==> config.mk <==
export PLATFORM = sky130hd
export DESIGN_NAME = spi_master_ss
export DESIGN_NICKNAME = d
export VERILOG_FILES = /design/src/rtl/spi_pkg.sv /design/src/rtl/spi_sck_timer.sv /design/src/rtl/spi_master_ss.sv
export SDC_FILE = /design/constraint.sdc
export NUM_CORES = 1
export LEC_CHECK = 0
export ABC_AREA = 1
export CAP_MARGIN = 40
export CORE_MARGIN = 3
export CORE_UTILIZATION = 30
export CTS_CLUSTER_SIZE = 20
export DETAILED_ROUTE_END_ITERATION = 7
export DONT_BUFFER_PORTS = 1
export PLACE_DENSITY = 0.41
export SYNTH_ARGS = -nofsm -noshare
export SYNTH_HDL_FRONTEND = slang
export SYNTH_HIERARCHICAL = 1
export SYNTH_SLANG_ARGS = --single-unit
==> constraint.sdc <==
create_clock -name clk -period 2.6 [get_ports clk]
set_input_delay 0.78 -clock clk [delete_from_list [all_inputs] [get_ports clk]]
set_output_delay 0.78 -clock clk [all_outputs]
set_load 0.01 [all_outputs]
==> src/rtl/spi_pkg.sv <==
// Shared SPI definitions: master FSM states, clock mode constants and the
// switch port count used by the crossbar that these masters sit behind.
package spi_pkg;

    typedef enum logic [2:0] {
        ST_IDLE,
        ST_SS_SETUP,
        ST_SHIFT,
        ST_SS_HOLD,
        ST_DONE
    } spi_state_t;

    // SCK idle level (CPOL)
    localparam logic CPOL_IDLE_LOW  = 1'b0;
    localparam logic CPOL_IDLE_HIGH = 1'b1;

    // Sampling edge (CPHA)
    localparam logic CPHA_SAMPLE_LEAD  = 1'b0;
    localparam logic CPHA_SAMPLE_TRAIL = 1'b1;

    // Number of lanes on the SPI crossbar switch
    localparam int unsigned SPI_SWITCH_PORTS = 8;

endpackage

==> src/rtl/spi_sck_timer.sv <==
// Down-counter used for both SCK half periods and slave-select guard time.
// Loading N-1 makes tick assert N clock cycles after the load edge.
module spi_sck_timer #(
    parameter int TIMER_WID = 8
) (
    input  logic                 clk,
    input  logic                 rst_L,
    input  logic                 load,
    input  logic [TIMER_WID-1:0] load_val,
    output logic                 tick
);

    logic [TIMER_WID-1:0] count;

    // Reload on request, otherwise count down and park at zero
    always_ff @(posedge clk or negedge rst_L) begin
        if (!rst_L) begin
            count <= '0;
        end else if (load) begin
            count <= load_val;
        end else if (count != '0) begin
            count <= count - 1'b1;
        end
    end

    assign tick = (count == '0);

endmodule

==> src/rtl/spi_master_ss.sv <==
// Single-lane SPI master with slave-select sequencing and a level
// arm/finished handshake towards the kernel.
module spi_master_ss
    import spi_pkg::*;
#(
    parameter int   WID             = 24,
    parameter int   CYCLE_HALF_WAIT = 1,
    parameter int   TIMER_WID       = 8,
    parameter int   SS_WAIT         = 1,
    parameter logic POLARITY        = CPOL_IDLE_LOW,
    parameter logic PHASE           = CPHA_SAMPLE_LEAD
) (
    input  logic           clk,
    input  logic           rst_L,
    input  logic [WID-1:0] to_slave,
    output logic [WID-1:0] from_slave,
    input  logic           arm,
    output logic           ready_to_arm,
    output logic           finished,
    output logic           mosi,
    input  logic           miso,
    output logic           sck,
    output logic           ss_L
);

    localparam int                   CNT_WID   = $clog2(2 * WID + 1);
    localparam logic [CNT_WID-1:0]   LAST_TOG  = CNT_WID'(2 * WID);
    localparam logic [CNT_WID-1:0]   FINAL_TOG = CNT_WID'(2 * WID - 1);
    localparam logic [TIMER_WID-1:0] HALF_LOAD = TIMER_WID'(CYCLE_HALF_WAIT - 1);
    localparam logic [TIMER_WID-1:0] SS_LOAD   = TIMER_WID'(SS_WAIT - 1);

    spi_state_t           state;
    logic [WID-1:0]       tx_sr;
    logic [WID-1:0]       rx_sr;
    logic [CNT_WID-1:0]   tog_cnt;
    logic                 timer_load;
    logic [TIMER_WID-1:0] timer_val;
    logic                 tick;

    spi_sck_timer #(.TIMER_WID(TIMER_WID)) u_timer (
        .clk      (clk),
        .rst_L    (rst_L),
        .load     (timer_load),
        .load_val (timer_val),
        .tick     (tick)
    );

    // Timer reload: SS guard on arm and after the last toggle, half period otherwise
    always_comb begin
        timer_load = 1'b0;
        timer_val  = SS_LOAD;
        case (state)
            ST_IDLE: begin
                timer_load = arm;
            end
            ST_SS_SETUP, ST_SHIFT: begin
                timer_load = tick;
                timer_val  = (tog_cnt == LAST_TOG) ? SS_LOAD : HALF_LOAD;
            end
            default: ;
        endcase
    end

    // Transfer sequencer; every SCK toggle happens on a timer tick, the first
    // one on the SS_SETUP expiry so ss_L-to-first-edge equals the guard time
    always_ff @(posedge clk or negedge rst_L) begin
        if (!rst_L) begin
            state        <= ST_IDLE;
            sck          <= POLARITY;
            ss_L         <= 1'b1;
            mosi         <= 1'b0;
            finished     <= 1'b0;
            ready_to_arm <= 1'b1;
            from_slave   <= '0;
            tx_sr        <= '0;
            rx_sr        <= '0;
            tog_cnt      <= '0;
        end else begin
            case (state)
                ST_IDLE: begin
                    if (arm) begin
                        tx_sr        <= to_slave;
                        rx_sr        <= '0;
                        tog_cnt      <= '0;
                        ss_L         <= 1'b0;
                        ready_to_arm <= 1'b0;
                        if (PHASE == CPHA_SAMPLE_LEAD) begin
                            mosi <= to_slave[WID-1];
                        end
                        state <= ST_SS_SETUP;
                    end
                end
                ST_SS_SETUP, ST_SHIFT: begin
                    if (tick) begin
                        if (tog_cnt == LAST_TOG) begin
                            state <= ST_SS_HOLD;
                        end else begin
                            state   <= ST_SHIFT;
                            sck     <= ~sck;
                            tog_cnt <= tog_cnt + 1'b1;
                            if (!tog_cnt[0]) begin
                                // leading edge
                                if (PHASE == CPHA_SAMPLE_LEAD) begin
                                    rx_sr <= {rx_sr[WID-2:0], miso};
                                end else begin
                                    mosi  <= tx_sr[WID-1];
                                    tx_sr <= {tx_sr[WID-2:0], 1'b0};
                                end
                            end else begin
                                // trailing edge
                                if (PHASE == CPHA_SAMPLE_LEAD) begin
                                    if (tog_cnt != FINAL_TOG) begin
                                        mosi  <= tx_sr[WID-2];
                                        tx_sr <= {tx_sr[WID-2:0], 1'b0};
                                    end
                                end else begin
                                    rx_sr <= {rx_sr[WID-2:0], miso};
                                end
                            end
                        end
                    end
                end
                ST_SS_HOLD: begin
                    if (tick) begin
                        ss_L       <= 1'b1;
                        from_slave <= rx_sr;
                        finished   <= 1'b1;
                        state      <= ST_DONE;
                    end
                end
                ST_DONE: begin
                    if (!arm) begin
                        finished     <= 1'b0;
                        ready_to_arm <= 1'b1;
                        state        <= ST_IDLE;
                    end
                end
                default: state <= ST_IDLE;
            endcase
        end
    end

endmodule

==> results of run 1 <==
cell families (layout without fill, tap and decap cells):
| group | count (synthesis) | after routing | synth area share [%] |
|---|---|---|---|
| AND/OR/NAND/NOR | 299 | 299 | 28.47 |
| buffers and inverters | 45 | 48 | 4.974 |
| XOR/XNOR | 4 | 4 | 0.8006 |
| adder cells (fa/ha/maj) | 3 | 3 | 0.8577 |
| flip-flops | 93 | 93 | 53.23 |
| AO/OA/AOI/OAI | 45 | 45 | 5.403 |
| other | 1 | 8 | 0.08568 |
| multiplexers | 24 | 24 | 6.175 |
area by class of cell:
cell class                      instances  area [sq um]
Sequential cell                        93          2330
Timing Repair Buffer                    8         60.06
Multi-Input combinational cell        383          1856
Clock buffer                           11         252.7
Fill cell                            1477          9219
Tap cell                              180         225.2
Clock inverter                          5         63.81
Inverter                               24         90.09
Yosys cell counts (4+ instances only):
master	count
nand3_1	32
o21ai_1	11
inv_1	21
dfrtp_1	91
nand2_1	229
buf_2	9
o21ai_0	28
mux2_2	24
nor2_1	20
clkbuf_1	4
power by group:
part           total, mW  internal (mW)  switching (mW)
Clock               1.39          0.806           0.588
Combinational       1.66          0.518            1.14
Sequential          1.92           1.73           0.189
Total               4.98           3.06            1.92
how the worst min path moves through the flow:
stage / start / to / cells past startpoint
after CTS: rst_L / u_timer/count[2]$_DFFE_PN0P_ / 0
after global placement: tx_sr[0]$_DFFE_PN0P_ / tx_sr[0]$_DFFE_PN0P_ / 2
after global routing: rst_L / tx_sr[6]$_DFFE_PN0P_ / 0
after floorplan: tx_sr[0]$_DFFE_PN0P_ / tx_sr[0]$_DFFE_PN0P_ / 2
after detailed placement: tx_sr[0]$_DFFE_PN0P_ / tx_sr[0]$_DFFE_PN0P_ / 2
final: rst_L / mosi$_DFFE_PN0P_ / 0
flip-flops by register name, summed over array words and instances (netlist names):
register       flops
state              3
finished           1
tog_cnt            6
ready_to_arm       1
ss_L               1
mosi               1
u_timer/count      8
tx_sr             23
rx_sr             24
sck                1
from_slave        24
critical path, delay by kind of cell, from the launching register on:
family                     cells  cell delay (ns)
adders and majority gates      1             0.23
buffers and inverters          2             0.18
DFF                            1             0.37
and+or+nand+nor                7             1.22
placed cells by master (no fill, tap or decap), types with 8 or more instances in the layout:
| cell type | netlist | final |
|---|---|---|
| nor2_1 | 20 | 20 |
| conb_1 | 1 | 8 |
| inv_1 | 21 | 21 |
| nand2_1 | 229 | 229 |
| o21ai_0 | 28 | 28 |
| mux2_2 | 24 | 24 |
| buf_4 | 3 | 8 |
| o21ai_1 | 11 | 11 |
| dfrtp_1 | 91 | 91 |
| clkbuf_16 | 0 | 9 |
| nand3_1 | 32 | 32 |
layer usage:
metal,vias to the layer above,GRT usage (%),part of all wire (%)
met3,8,5.558,7.0
li1,1639,-,-
met1,1524,16.16,48
met5,-,0,0
met2,66,19.86,44
met4,0,3.975,1.4
stage by stage:
stage          util [%]  std cells
2_1_floorplan         -        521
3_3_place_gp      32.35        688
3_5_place_dp      32.35        688
4_1_cts           34.60        704
5_1_grt           34.60        704
6_report          34.60        704
==> impl_results.md, run 1 <==
* Final Max Slew Viols at 0
* Via count at approximately 3200
* Distinct cell type count after synthesis at 32
* IR drop worst, VDD at roughly 0.00054 V
* Mean Syn Cell Area at between 8 and 9 sq um
* Clock Pin Slew Worst Setup and Hold Paths at about 0.070 ns
* Pre-Repair DR Iteration Count at 5
* Avg WL per Cell at approximately 14 um
* CP startpoint kind: flip-flop
* R2R Setup Slk at between 0.5 and 0.6 ns
* Hold_ws at 0.1229 ns
* Worst reg2reg path depth at 10
* Post-Synthesis Cells at 514
* # H-tree levels at 3
* First-pass GRT wire length at about 17 mm
* Setup Fix Bufs, Post-CTS at 0
* Layout cells sized above 1 at about an eighth
* Initial antenna violation count at 0
* WL final at around 9.5 mm
* CTS root buf: clkbuf_16
* Largest area contributor in the netlist: dfrtp_1
* CP Capture Type: flip-flop
* Crit-path cells: inv_1, ha_1, nand3_2, nor2_4, inv_1, nand4_1, nand2_1, nor2_4, nand3_1, nand2_1
* Total grt overflow at 0
* Synth area leaders: dfrtp_1 52%, nand2_1 20%, mux2_2 6.2%, nand3_1 3.7%, o21ai_0 3.2%
* Fmax at about 0.48 GHz
* Overall Power at roughly 5.0 mW
* Syn Std Cell Area at 4377 sq um
* Synth Warn # at 6
* Initial Util at just over 30%
* GPL Wtd Cong at 0.8074
* CTS tree: built
* Setup TNS at 0 ns
* Hold buffers post-CTS at 0
* P&R area growth vs syn at 11.44%
* Worst Setup Slack, final at around 0.53 ns
* Top_reg_cell synth: dfrtp_1
* DRT iter0 DRCs at 202
* Crit Path Class: flip-flop to flip-flop
* Largest net degree at the start of global routing at 94
* Power density over the cells at slightly above 1000 nW/um^2
* Setup violations, final at 0
* RSZ-0062 raised after global routing: false
* Via density at 4.598
* Crit-path max FO at 23
* Reg2Reg Capture Point: mosi$_DFFE_PN0P_
* Worst Tran Pin Value at roughly 0.56 ns
* GRT Util Overall at between 10 and 15%
* CTS buffer count at 9
* Cell area after placement at ~4600 sq um
* Critical path's largest stage delay at 0.47 ns
* Status: finished clean
* Clock tree buffer depth at 2
* Nets@finish at 550
* Die height at ~130 um
* Detailed Place HPWL at between 6 and 7 mm
* Synth top area share at 52.03%
* Setup Skew at around 0.0068 ns
* Worst skew pair latency at 0.35 ns
* Core Region at approximately 14000 sq um
* Die ar. at 16070 sq um
* Ports at 57
* Post-synth EDFFs at 0
* N_diodes at 0
* CP Launch Point: u_timer/count[0]$_DFFE_PN0P_
* Post-route DRC at 0
* Crit-path slowest cell: nor2_4
* Final hold violation count at 0
* Final instance area at slightly below 5000 sq um
* Critical Path RT at 2.89 ns
* Post-route ant nets at 0
* Sequential fraction of the synthesis area at roughly 53%
* Critical path arrival at 2.36 ns
* Leak at roughly 2.5 nW
* Worst R2R Start: u_timer/count[0]$_DFFE_PN0P_
* Vias in the first global route at around 3400
* Pre-CTS WS at between 0.5 and 0.6 ns
* Minimum clock period at about 2.1 ns
* Clock sinks at 93
* Hold crit path type: primary input to async pin
* Port Buf Inserts at 0
* Synthesized flop and latch total at 93
* Synth async-reset ratio at 100.0%
* Post-cts resize count at 0
* Die width at 126.8 um
* CP Capture Point: mosi$_DFFE_PN0P_
* Max_slew headroom at a little over three fifths
* Max Cap Viol at 0
* Row Count at between 40 and 50
* Crit share post-route at about 80%
Power figures use the tool's default switching activity.
==> run 2: changes to the inputs <==
--- a/config.mk
+++ b/config.mk
@@ -12,7 +12,7 @@
 export CTS_CLUSTER_SIZE = 20
 export DETAILED_ROUTE_END_ITERATION = 7
 export DONT_BUFFER_PORTS = 1
-export PLACE_DENSITY = 0.41
+export PLACE_DENSITY = 0.42
 export SYNTH_ARGS = -nofsm -noshare
 export SYNTH_HDL_FRONTEND = slang
 export SYNTH_HIERARCHICAL = 1
==> constraint.sdc (replaced) <==
create_clock -name clk -period 1.74 [get_ports clk]
set_input_delay 0.522 -clock clk [delete_from_list [all_inputs] [get_ports clk]]
set_output_delay 0.522 -clock clk [all_outputs]
set_load 0.01 [all_outputs]
==> run 2 against run 1 <==
Effect of this change: the flow now finishes with violations (negative hold slack, negative setup slack); largest cell class unchanged; die area unchanged; sequential cell count did not move; critical path type unchanged; total power is 73% higher; global-route usage increased by 0.093 points.
==> impl_results.md, run 2 (synthesis gave the netlist of run 1 again) <==
* Status: complete, but fails checks (was finished clean)
* Failing checks: negative hold slack, negative setup slack
* Layout Utilization at 38.06% (was 34.60%)
* Port Buf Inserts at 0 (unchanged)
* Setup violations, final at 15 (was 0)
* Worst skew pair latency at 0.34 ns (was 0.35 ns)
* R2R Setup Slk at -0.03 ns (was 0.53 ns)
* CTS root buf: clkbuf_16 (unchanged)
* Setup Skew at 0.006391 ns (was 0.006802 ns)
* GR peak layer: met2 (unchanged)
* DRT iter0 DRCs at 215 (was 202)
* First-pass GRT wire length at 16.82 mm (was 16.54 mm)
* Final Max Slew Viols at 0 (unchanged)
* Avg WL per Cell at 14.23 um (was 13.50 um)
* Filler-free cell count of the finished design at 726 (was 704)
* Post-route DRC at 0 (unchanged)
* # fillers at 1458 (was 1477)
* Worst R2R Start: u_timer/count[0]$_DFFE_PN0P_ (unchanged)
* IR drop worst, VDD at 0.0005021 V (was 0.0005354 V)
* Critical path arrival at 2.01 ns (was 2.36 ns)
* Ports at 57 (unchanged)
* Vias in the first global route at 3371 (was 3355)
* CP startpoint kind: flip-flop (unchanged)
* Leak at 2.752 nW (was 2.509 nW)
* Post-route ant nets at 0 (unchanged)
* Crit-path max FO at 7 (was 23)
* Hold crit path type: primary input to async pin (unchanged)
* Met2 Resource Use GR at 21.08% (was 19.86%)
* Via count at 3344 (was 3237)
* P&R area growth vs syn at 22.58% (was 11.44%)
* Total grt overflow at 0 (unchanged)
* Placed cells at 702 (was 688)
* Nets@finish at 572 (was 550)
* Leading cell type in the layout, fill and taps excluded: nand2_1 (unchanged)
* CTS buffer count at 9 (unchanged)
* Hold_ws at -0.1276 ns (was 0.1229 ns)
* RSZ-0062 raised after global routing: true (was false)
* Pre-Repair DR Iteration Count at 4 (was 5)
* Initial antenna violation count at 0 (unchanged)
* Largest net degree at the start of global routing at 94 (unchanged)
* Layout cells sized above 1 at 23.26% (was 12.98%)
* Crit share post-route at 101.8% (was 79.62%)
* Critical Path RT at 1.97 ns (was 2.89 ns)
* Die width at 126.8 um (unchanged)
* Crit Path Class: flip-flop to flip-flop (unchanged)
* Clock Pin Slew Worst Setup and Hold Paths at 0.07 ns (about the same)
* Fmax at 0.5644 GHz (was 0.4831 GHz)
* CP Launch Point: u_timer/count[0]$_DFFE_PN0P_ (unchanged)
* GRT Util Overall at 12.89% (was 12.80%)
* Met3 Track Usage GR at 3.705% (was 5.558%)
* FF/Latch Area at 2330 sq um (unchanged)
* Via density at 4.606 (was 4.598)
* CTS tree: built (unchanged)
* WL final at 10.33 mm (was 9.505 mm)
* Final hold violation count at 91 (was 0)
* CP Capture Type: flip-flop (unchanged)
* N_diodes at 0 (unchanged)
* GPL Wtd Cong at 0.7489 (was 0.8074)
* Core Region at 14100 sq um (unchanged)
* Largest regs: from_slave: 24 flops, rx_sr: 24 flops, tx_sr: 23 flops (unchanged)
* Worst Setup Slack, final at -0.03191 ns (was 0.5299 ns)
* Most frequent cells in the layout: 207 x nand2_1, 91 x dfrtp_1, 32 x nand3_1 (was 229 x nand2_1, 91 x dfrtp_1, 32 x nand3_1)
* Area of the multi-input gates at 2024 sq um (was 1856 sq um)
* Minimum clock period at 1.772 ns (was 2.070 ns)
* Detailed Place HPWL at 6.074 mm (was 6.004 mm)
* Die ar. at 16070 sq um (unchanged)
* Met1 Track Usage GR at 16.01% (was 16.16%)
* Die height at 126.8 um (unchanged)
* Power density over the cells at 1601 nW/um^2 (was 1020 nW/um^2)
* Initial Util at 31.05% (unchanged)
* Row Count at 43 (unchanged)
* # H-tree levels at 3 (unchanged)
* Clock sinks at 93 (unchanged)
* Max Cap Viol at 0 (unchanged)
* Clock tree buffer depth at 2 (unchanged)
==> run 2: cell types whose count changed in the layout (fill, tap and decap cells not counted), moves of 4 or more <==
cell     previous run  this run
buf_12              0         7
o21ai_2             3        16
buf_4               8        16
nand2_2             2        17
buf_6               0         4
o21ai_0            28        13
nand2_4             1         8
nand2_1           229       207
==> run 2: metal layers <==
layer / share of wire (%) / vias to the layer above
met1: 46 / 1599
met5: 0 / -
met4: 2.0 / 0
met3: 5.2 / 16
li1: - / 1681
met2: 47 / 48
==> run 2: what timing repair did <==
action / in CTS / in global routing
hold endpoints to repair: 91 / 91
resized for setup: 1 / 46
setup buffers: 0 / 2
pin swaps: 1 / 6
gates cloned: 0 / 6
endpoints found under the setup margin: 8 / 87
==> run 2: metrics by stage <==
step | cell area, sq um | hold WS [ns] | setup WS (ns) | power (mW) | setup TNS (ns)
after global routing | 5365 | -0.1441 | -0.1492 | 9.294 | -5.869
after CTS | 5094 | -0.1427 | 0.008077 | 8.051 | 0
after floorplan | 4423 | 0.2264 | -0.005998 | 5.047 | -0.05918
final | 5365 | -0.1276 | -0.03191 | 8.589 | -0.2711
after detailed placement | 4773 | 0.2314 | -0.01534 | 5.863 | -0.04070
after global placement | 4773 | 0.2313 | 0.02961 | 5.826 | 0
==> run 2: final cells by class <==
type                       instances  share of cell area (%)
tap                              180                   4.198
clock inverter                     5                   1.539
clock buffer                      11                   4.338
timing repair buffer              30                   7.090
inverter                          24                   1.679
sequential                        93                   43.42
multi-input combinational        383                   37.73
==> run 2: where the power goes <==
group | total [mW] | leakage, nW | switching, mW | internal (mW)
Combinational | 3.61 | 1.36 | 2.15 | 1.46
Clock | 2.10 | 0.154 | 0.835 | 1.27
Sequential | 2.88 | 1.24 | 0.291 | 2.59
Total | 8.59 | 2.75 | 3.28 | 5.31
==> run 2: path summary, 6_finish.rpt <==
| kind | cells after the start | end |
|---|---|---|
| max | 12 | rx_sr[16]$_DFFE_PN0P_ |
| max reg2reg | 12 | rx_sr[16]$_DFFE_PN0P_ |
| max in group asynchronous | 0 | ss_L$_DFFE_PN1P_ |
| min reg2reg | 2 | tx_sr[0]$_DFFE_PN0P_ |
| min in group clk | 2 | rx_sr[0]$_DFFE_PN0P_ |
| min | 0 | sck$_DFFE_PN0P_ |
==> run 2: critical path: stages (launching register included) <==
cell	delay, ns
dfrtp_1	0.39
inv_2	0.08
ha_4	0.14
nand3_4	0.07
nor2_4	0.15
nor2_1	0.05
nand2_1	0.07
nand2_2	0.07
nand2_4	0.11
nand3_4	0.18
clkbuf_16	0.23
nand2_1	0.05
o21ai_1	0.06
